## config.mk

```make
export PLATFORM = sky130hd
export DESIGN_NAME = axi_stream_header_arbiter
export DESIGN_NICKNAME = d
export VERILOG_FILES = /design/src/rtl/axi_stream_header_arbiter.sv
export SDC_FILE = /design/constraint.sdc
export NUM_CORES = 1
export LEC_CHECK = 0
export BUFFER_PORTS_ARGS = -buffer_cell sky130_fd_sc_hd__buf_2
export CAP_MARGIN = 0
export CORE_AREA = 5 5 89 91
export CTS_BUF_LIST = sky130_fd_sc_hd__clkbuf_16
export CTS_CLUSTER_DIAMETER = 50
export DETAILED_ROUTE_END_ITERATION = 6
export DIE_AREA = 0 0 94 96
export PLACE_DENSITY_LB_ADDON = 0.3
export SETUP_SLACK_MARGIN = 0.2
export SLEW_MARGIN = 15
export SYNTH_ARGS = -nofsm -noshare
export SYNTH_HDL_FRONTEND = slang
export SYNTH_SLANG_ARGS = --single-unit
```

## constraint.sdc

```tcl
create_clock -name clk -period 1.5 [get_ports clk]
set_input_delay 0.15 -clock clk [delete_from_list [all_inputs] [get_ports clk]]
set_output_delay 0.15 -clock clk [all_outputs]
set_load 0.05 [all_outputs]
```

## src/rtl/axi_stream_header_arbiter.sv

```systemverilog
// Packet-level round-robin arbiter in front of one header-insert datapath.
// The granted requester's header beat and payload packet are forwarded
// combinationally. The grant is released once both have completed.
module axi_stream_header_arbiter #(
   parameter int DATA_WD      = 32,
   parameter int DATA_BYTE_WD = DATA_WD / 8,
   parameter int BYTE_CNT_WD  = $clog2(DATA_BYTE_WD),
   parameter int NUM_REQ      = 2,
   parameter int ID_WD        = $clog2(NUM_REQ)
) (
   input  logic                            clk,
   input  logic                            rst,
   input  logic [NUM_REQ-1:0]              s_valid_in,
   input  logic [NUM_REQ*DATA_WD-1:0]      s_data_in,
   input  logic [NUM_REQ*DATA_BYTE_WD-1:0] s_keep_in,
   input  logic [NUM_REQ-1:0]              s_last_in,
   output logic [NUM_REQ-1:0]              s_ready_in,
   input  logic [NUM_REQ-1:0]              s_valid_insert,
   input  logic [NUM_REQ*DATA_WD-1:0]      s_data_insert,
   input  logic [NUM_REQ*DATA_BYTE_WD-1:0] s_keep_insert,
   input  logic [NUM_REQ*BYTE_CNT_WD-1:0]  s_byte_insert_cnt,
   output logic [NUM_REQ-1:0]              s_ready_insert,
   output logic                            m_valid_in,
   output logic [DATA_WD-1:0]              m_data_in,
   output logic [DATA_BYTE_WD-1:0]         m_keep_in,
   output logic                            m_last_in,
   input  logic                            m_ready_in,
   output logic                            m_valid_insert,
   output logic [DATA_WD-1:0]              m_data_insert,
   output logic [DATA_BYTE_WD-1:0]         m_keep_insert,
   output logic [BYTE_CNT_WD-1:0]          m_byte_insert_cnt,
   input  logic                            m_ready_insert,
   output logic                            grant_valid,
   output logic [ID_WD-1:0]                grant_id
);

   typedef enum logic {ST_IDLE, ST_ACTIVE} state_t;

   state_t           r_state, w_state_next;
   logic             r_hdr_done, w_hdr_done_next;
   logic             r_body_done, w_body_done_next;
   logic [ID_WD-1:0] r_ptr, w_ptr_next;
   logic [ID_WD-1:0] r_grant_id, w_grant_id_next;
   logic             w_pick_found;
   logic [ID_WD-1:0] w_pick_id;
   logic [ID_WD-1:0] w_idx;
   logic             w_hdr_act, w_body_act;
   logic             w_hdr_fire, w_last_fire;

   assign grant_valid = (r_state == ST_ACTIVE);
   assign grant_id    = r_grant_id;
   assign w_hdr_act   = grant_valid & ~r_hdr_done;
   assign w_body_act  = grant_valid & ~r_body_done;
   assign w_hdr_fire  = m_valid_insert & m_ready_insert;
   assign w_last_fire = m_valid_in & m_ready_in & m_last_in;

   // Round-robin search: walk from the farthest candidate back to ptr+1 so the
   // nearest requesting index after the last grant is written last and wins.
   always_comb begin
      w_pick_found = 1'b0;
      w_pick_id    = '0;
      w_idx        = '0;
      for (int k = NUM_REQ; k >= 1; k--) begin
         w_idx = ID_WD'((int'(r_ptr) + k) % NUM_REQ);
         if (s_valid_insert[w_idx]) begin
            w_pick_found = 1'b1;
            w_pick_id    = w_idx;
         end
      end
   end

   // Header path: the granted requester's header reaches the insert block until it is accepted.
   always_comb begin
      m_valid_insert    = 1'b0;
      m_data_insert     = '0;
      m_keep_insert     = '0;
      m_byte_insert_cnt = '0;
      s_ready_insert    = '0;
      if (w_hdr_act) begin
         m_valid_insert              = s_valid_insert[r_grant_id];
         m_data_insert               = s_data_insert[r_grant_id*DATA_WD +: DATA_WD];
         m_keep_insert               = s_keep_insert[r_grant_id*DATA_BYTE_WD +: DATA_BYTE_WD];
         m_byte_insert_cnt           = s_byte_insert_cnt[r_grant_id*BYTE_CNT_WD +: BYTE_CNT_WD];
         s_ready_insert[r_grant_id]  = m_ready_insert;
      end
   end

   // Payload path: the granted requester's beats pass through until its last beat is accepted.
   always_comb begin
      m_valid_in  = 1'b0;
      m_data_in   = '0;
      m_keep_in   = '0;
      m_last_in   = 1'b0;
      s_ready_in  = '0;
      if (w_body_act) begin
         m_valid_in             = s_valid_in[r_grant_id];
         m_data_in              = s_data_in[r_grant_id*DATA_WD +: DATA_WD];
         m_keep_in              = s_keep_in[r_grant_id*DATA_BYTE_WD +: DATA_BYTE_WD];
         m_last_in              = s_last_in[r_grant_id];
         s_ready_in[r_grant_id] = m_ready_in;
      end
   end

   // Next-state: grant in IDLE, track header/payload completion in ACTIVE.
   always_comb begin
      w_state_next     = r_state;
      w_hdr_done_next  = r_hdr_done;
      w_body_done_next = r_body_done;
      w_ptr_next       = r_ptr;
      w_grant_id_next  = r_grant_id;
      case (r_state)
         ST_IDLE: begin
            if (w_pick_found) begin
               w_state_next     = ST_ACTIVE;
               w_grant_id_next  = w_pick_id;
               w_ptr_next       = w_pick_id;
               w_hdr_done_next  = 1'b0;
               w_body_done_next = 1'b0;
            end
         end
         ST_ACTIVE: begin
            w_hdr_done_next  = r_hdr_done | w_hdr_fire;
            w_body_done_next = r_body_done | w_last_fire;
            if (w_hdr_done_next & w_body_done_next) begin
               w_state_next     = ST_IDLE;
               w_hdr_done_next  = 1'b0;
               w_body_done_next = 1'b0;
            end
         end
         default: w_state_next = ST_IDLE;
      endcase
   end

   // State registers; reset abandons any packet in flight.
   always_ff @(posedge clk or posedge rst) begin
      if (rst) begin
         r_state     <= ST_IDLE;
         r_hdr_done  <= 1'b0;
         r_body_done <= 1'b0;
         r_ptr       <= ID_WD'(NUM_REQ - 1);
         r_grant_id  <= '0;
      end else begin
         r_state     <= w_state_next;
         r_hdr_done  <= w_hdr_done_next;
         r_body_done <= w_body_done_next;
         r_ptr       <= w_ptr_next;
         r_grant_id  <= w_grant_id_next;
      end
   end

endmodule

```

==> results of run 1 <==
-- path summary, 6_finish.rpt --
path,start,end,slack (ns)
max in group asynchronous,rst,r_ptr,0.88
max,grant_id,m_data_in[23],-0.21
min,s_valid_insert[1],r_ptr,0.22
min in group asynchronous,rst,r_hdr_done,0.38
max reg2reg,grant_id,r_body_done,-0.05
min reg2reg,r_ptr,r_ptr,0.50
-- cell type report --
cell class              count  area [um2]
multi-input cells         178        2690
repair buffers            273        2290
fillers                   460        1720
flip-flops and latches      5         131
well taps                  99         124
clock buffers               3        75.1
inverters                   4        22.5
clock inverters             1        3.75
-- metrics by stage --
step,utilization,setup WS (ns),std cells
after floorplan,-,-0.114,206
after global placement,0.498,0.00733,541
after detailed placement,0.498,-0.0319,541
after CTS,0.621,-0.228,556
after global routing,0.756,-0.262,563
final,0.756,-0.213,563
-- registers in the layout, summed over array words and instances, names as in the netlist --
name         flops
r_body_done      1
grant_id         1
grant_valid      1
r_hdr_done       1
r_ptr            1
-- worst reg2reg max path: stages, from the launching register on --
cell and delay (ns):
dfrtp_4 0.52, buf_6 0.17, mux2i_4 0.20, nor4_4 0.27
buf_4 0.16, a21oi_1 0.05, nor2_1 0.11
-- repair_timing --
action,CTS,global route
pin swaps,0,34
setup endpoints to repair,85,85
setup buffers,8,1
hold endpoints to repair,4,0
gates cloned,2,6
hold buffers,1,0
gates resized for setup,176,161
-- metal layers --
layer / global-route usage / part of all wire / up-vias
li1: - / - / 1227
met3: 0.0547 / 0.095 / 18
met5: 0 / 0 / -
met4: 0.0349 / 0.025 / 0
met1: 0.183 / 0.31 / 1188
met2: 0.338 / 0.57 / 150
-- cells by family (layout without fill, tap and decap cells) --
logic type,count (synthesis),in the layout,synth area share
AO/OA/AOI/OAI,8,8,0.0376
buffers and inverters,23,281,0.0734
flip-flops,5,5,0.0882
multiplexers,77,77,0.538
AND/OR/NAND/NOR,93,93,0.263
-- placed cells by master (no fill, tap or decap), drive strengths merged --
cell	count
buf	266
nor2	81
mux2i	77
clkbuf	9
nor3	5
inv	5
nand2b	4
dfrtp	4
a21oi	3
o21a	1
nor4	1
a22o	1
a21o	1
or2	1
nand2	1
o21ai	1
o21ba	1
dlygate4sd3	1
dfstp	1
-- power by group --
| part | switching [mW] | internal, mW |
|---|---|---|
| logic | 7.91 | 6.14 |
| clock network | 0.0928 | 0.346 |
| registers | 0.0928 | 0.212 |
| total | 8.09 | 6.70 |
==> results.sh, run 1 <==
export IMPL_status="finished with violations"
export IMPL_violations="setup timing"
export IMPL_io_buffers=240
export IMPL_fmax_ghz=0.584
export IMPL_grt_pass1_vias=2645
export IMPL_cts_tree="built"
export IMPL_clock_latency_ns=0.23
export IMPL_syn_area_um2=1430
export IMPL_layout_drive_gt1_share=0.950
export IMPL_cp_max_fo=6
export IMPL_maxSlewViolCount=0
export IMPL_n_antenna_cell=0
export IMPL_cpMaxStageDelayCell="dfrtp_4"
export IMPL_cp_start_kind="register"
export IMPL_worstSetupEndpointType="output port"
export IMPL_synthFlopType="dfrtp_1"
export IMPL_p_total_mw=14.8
export IMPL_rsz0062_at_grt="yes"
export IMPL_setup_violations=84
export IMPL_ys_top_cells_by_area="mux2i_1 54%, nor2_1 21%, dfrtp_1 7.0%"
export IMPL_hold_viol_final=0
export IMPL_max_clock_path_buffers=2
export IMPL_ys_async_sr_fraction=1.00
export IMPL_cp_num_buf_inv=3
export IMPL_synth_area_leader_cell="mux2i_1"
export IMPL_vias_per_cell=4.59
export IMPL_critPathMostFrequentCell="buf_6"
export IMPL_tightest_slew_ns=0.304
export IMPL_cts_root_buf="clkbuf_16"
export IMPL_path_clk_slew_ns=0.04
export IMPL_grt_max_degree=19
export IMPL_max_stage_delay_ns=0.52
export IMPL_grt_ovfl_total=0
export IMPL_stdcell_area_um2=5340
export IMPL_rows=31
export IMPL_ys_ff_latch=5
export IMPL_ff2ff_path_depth=6
export IMPL_start_util=0.203
export IMPL_cts_sinks=5
export IMPL_syn_avg_cell_area_um2=6.95
export IMPL_ir_worst_vdd_mv=1.61
export IMPL_core_area_um2=7060
export IMPL_synth_most_common_cell="nor2_1"
export IMPL_ctsHtreeMaxLevel=1
export IMPL_synth_edf_count=0
export IMPL_nNetsFinal=623
export IMPL_first_pass_iters=4
export IMPL_num_vias=2583
export IMPL_path_class="register to output port"
export IMPL_synth_fp_nets=364
export IMPL_ys_seq_area_frac=0.0882
export IMPL_critical_path_cell_chain="buf_6 -> clkbuf_16 -> mux2i_4 -> nor2_4 -> buf_6"
export IMPL_drt_total_wl_mm=10.1
export IMPL_drc=0
export IMPL_die_x_um=94
export IMPL_dp_hpwl_mm=6.45
export IMPL_critPathArrivalTime_ns=1.56
export IMPL_area_growth_syn_to_layout_pct=273
export IMPL_slew_headroom=0.796
export IMPL_fin_tns_setup_ns=-13.41
export IMPL_worst_path_stages=5
export IMPL_synth_top_area_share=0.538
export IMPL_routabilityCongestion=0.753
export IMPL_cts_buffers=3
export IMPL_antenna_found_initial=0
export IMPL_hold_depth=3
export IMPL_die_area_um2=9020
export IMPL_io_pins=241
export IMPL_ant_nets=0
export IMPL_hold_class="input pin to register"
export IMPL_yosysWarnings=0
export IMPL_required_ns=1.35
export IMPL_synth_cell_types=20
export IMPL_period_minus_slack_ns=1.71
export IMPL_die_h_um=96
export IMPL_layout_setup_ws_ns=-0.213
export IMPL_crit_family="flip-flops"
export IMPL_fin_crit_sh=1.14
export IMPL_syn_inst=206
export IMPL_skew_ns=0.00501
export IMPL_placed_area_um2=3520
export IMPL_synth_common_cells="81 x nor2_1, 77 x mux2i_1, 10 x clkbuf_1, 6 x buf_2, 5 x nor3_1"
export IMPL_leakage_nw=2.22
export IMPL_maxCapViolCount=0
export IMPL_wl_per_cell_um=17.9
export IMPL_drt_first_iter_violations=48
export IMPL_grt_pass1_wl_mm=12.5
export IMPL_power_per_cell_area_nw_per_um2=2770
export IMPL_hold_ws_ns=0.223
export IMPL_track_usage=0.174
(Power assumes the default switching activity.)
==> inputs of run 2 (changes only) <==
--- a/config.mk
+++ b/config.mk
@@ -5,16 +5,18 @@
 export SDC_FILE = /design/constraint.sdc
 export NUM_CORES = 1
 export LEC_CHECK = 0
+export ABC_AREA = 1
 export BUFFER_PORTS_ARGS = -buffer_cell sky130_fd_sc_hd__buf_2
 export CAP_MARGIN = 0
-export CORE_AREA = 5 5 89 91
+export CORE_AREA = 5 5 91 93
 export CTS_BUF_LIST = sky130_fd_sc_hd__clkbuf_16
 export CTS_CLUSTER_DIAMETER = 50
 export DETAILED_ROUTE_END_ITERATION = 6
-export DIE_AREA = 0 0 94 96
+export DIE_AREA = 0 0 96 98
 export PLACE_DENSITY_LB_ADDON = 0.3
 export SETUP_SLACK_MARGIN = 0.2
 export SLEW_MARGIN = 15
 export SYNTH_ARGS = -nofsm -noshare
 export SYNTH_HDL_FRONTEND = slang
 export SYNTH_SLANG_ARGS = --single-unit
+export TNS_END_PERCENT = 30
==> results.sh, run 2 <==
export IMPL_syn_avg_cell_area_um2=4.83
export IMPL_min_from="s_valid_insert[1]"
export IMPL_final_cells=651
export IMPL_antenna_found_initial=0
export IMPL_ys_seq_area_frac=0.0866
export IMPL_period_minus_slack_ns=1.59
export IMPL_core_area_um2=7450
export IMPL_synth_edf_count=0
export IMPL_ant_nets=0
export IMPL_worstReg2RegStart="grant_id"
export IMPL_cts_root_buf="clkbuf_16"
export IMPL_grt_pass1_vias=3077
export IMPL_maxCapViolCount=0
export IMPL_track_usage=0.194
export IMPL_max_clock_path_buffers=2
export IMPL_path_clk_slew_ns=0.03
export IMPL_synth_area_leader_cell="nand2_1"
export IMPL_die_h_um=98
export IMPL_cp_num_buf_inv=3
export IMPL_violations="setup timing"
export IMPL_grt_ovfl_total=0
export IMPL_first_pass_iters=4
export IMPL_placed_cells=635
export IMPL_synth_top_area_share=0.432
export IMPL_synth_common_cells="168 x nand2_1, 68 x a21oi_1, 10 x a21oi_2, 8 x buf_2, 8 x clkbuf_1"
export IMPL_clock_latency_ns=0.23
export IMPL_final_common_cell="nand2_1"
export IMPL_crit_path_start="r_body_done"
export IMPL_setup_violations=75
export IMPL_cts_buffers=3
export IMPL_routabilityCongestion=0.939
export IMPL_tightest_slew_ns=0.341
export IMPL_slew_headroom=0.771
export IMPL_layout_drive_gt1_share=0.663
export IMPL_vias_per_cell=4.61
export IMPL_io_pins=241
export IMPL_ys_async_sr_fraction=1.00
export IMPL_die_area_um2=9410
export IMPL_fin_tns_setup_ns=-3.56
export IMPL_layout_setup_ws_ns=-0.0857
export IMPL_nNetsFinal=708
export IMPL_status="finished with violations"
export IMPL_wl_per_cell_um=15.4
export IMPL_die_x_um=96
export IMPL_num_vias=3003
export IMPL_path_class="register to output port"
export IMPL_drt_total_wl_mm=10.0
export IMPL_critical_path_cell_chain="nor2_4 -> clkinv_4 -> clkbuf_16 -> a21oi_4 -> buf_6"
export IMPL_maxSlewViolCount=0
export IMPL_rsz0062_at_grt="yes"
export IMPL_synth_cell_types=20
export IMPL_hold_viol_final=0
export IMPL_n_antenna_cell=0
export IMPL_grt_pass1_wl_mm=14.7
export IMPL_synthFlopType="dfrtp_1"
export IMPL_io_buffers=240
export IMPL_skew_ns=0.000551
export IMPL_dp_hpwl_mm=7.40
export IMPL_fin_crit_sh=1.06
export IMPL_area_growth_syn_to_layout_pct=217
export IMPL_syn_area_um2=1460
export IMPL_drc=0
export IMPL_fmax_ghz=0.631
export IMPL_cp_max_fo=7
export IMPL_crit_family="buffers and inverters"
export IMPL_max_stage_delay_ns=0.41
export IMPL_yosysWarnings=0
export IMPL_cts_tree="built"
export IMPL_worstSetupEndpointType="output port"
export IMPL_cp_start_kind="register"
export IMPL_hold_class="input pin to register"
export IMPL_start_util=0.196
export IMPL_rows=32
export IMPL_ys_ff_latch=5
export IMPL_pre_cts_ws_ns=0.0366
export IMPL_synth_fp_nets=460
export IMPL_ctsHtreeMaxLevel=1
export IMPL_grt_max_degree=31
export IMPL_syn_inst=302
export IMPL_ys_top_cells_by_area="nand2_1 43%, a21oi_1 23%, dfrtp_1 6.9%"
export IMPL_cts_sinks=5
export IMPL_synth_most_common_cell="nand2_1"
export IMPL_critPathArrivalTime_ns=1.44
export IMPL_cpMaxStageDelayCell="dfrtp_1"
export IMPL_layout_common_cells="163 x nand2_1, 159 x buf_2, 79 x buf_6, 76 x a21oi_4, 9 x buf_4"
export IMPL_required_ns=1.35
export IMPL_drt_first_iter_violations=59
run 2: final timing paths:
| path | end | slack, ns | depth (start not counted) |
|---|---|---|---|
| worst min-delay path | r_ptr | 0.22 | 3 |
| worst max register to register | grant_valid | 0.09 | 7 |
| worst min register to register | r_ptr | 0.49 | 2 |
| max in group asynchronous | r_ptr | 0.89 | 3 |
| worst max-delay path | m_data_in[9] | -0.09 | 5 |
| min in group asynchronous | r_body_done | 0.37 | 3 |
run 2: what timing repair did:
item                                   4_1_cts  5_1_grt
pin swaps                                    4        2
endpoints found under the hold margin        4        0
hold buffers                                 1        0
gates resized for setup                    175        9
buffers inserted                             3        1
gates cloned                                 3        4
setup endpoints to repair                   85       85
run 2: worst register-to-register path: stages (launching register included):
cell and delay, ns:
dfrtp_2 0.42, clkinv_4 0.13, buf_12 0.18, nand2_1 0.13, nand2_1 0.08, nand3_1 0.10, a21oi_1 0.16, a21oi_1 0.08
run 2: layer usage:
| metal | track usage | part of all wire | vias to the layer above |
|---|---|---|---|
| met5 | 0 | 0 | - |
| met4 | 0.0427 | 0.016 | 0 |
| met3 | 0.0223 | 0.058 | 14 |
| met2 | 0.378 | 0.54 | 119 |
| met1 | 0.216 | 0.39 | 1407 |
| li1 | - | - | 1463 |
run 2: logic make-up (layout without fill, tap and decap cells):
family | count (synthesis) | after routing | share of synthesized area
flops | 5 | 5 | 0.0866
buf+inv | 36 | 283 | 0.128
compound gates | 81 | 81 | 0.304
simple gates | 180 | 180 | 0.482
run 2: final cells by class:
class                   instances  area [um2]
clock buffers                   3        75.1
multi-input cells             261        2040
inverters                      11        56.3
clock inverters                 1        3.75
well taps                     102         128
flip-flops and latches          5         129
repair buffers                268        2190
fillers                       649        2820
run 2: stage by stage:
stage               instance area, um2  utilization  hold WS, ns
CTS                               4480        0.601        0.210
detailed placement                3740        0.502       0.0620
global placement                  3740        0.502       0.0592
floorplan                         2380            -      -0.0723
finish                            4630        0.621        0.215
global route                      4630        0.621        0.235
Power of run 2 is not shown: default switching activity piles up to over one toggle a cycle in this logic, so the estimate is an artifact.
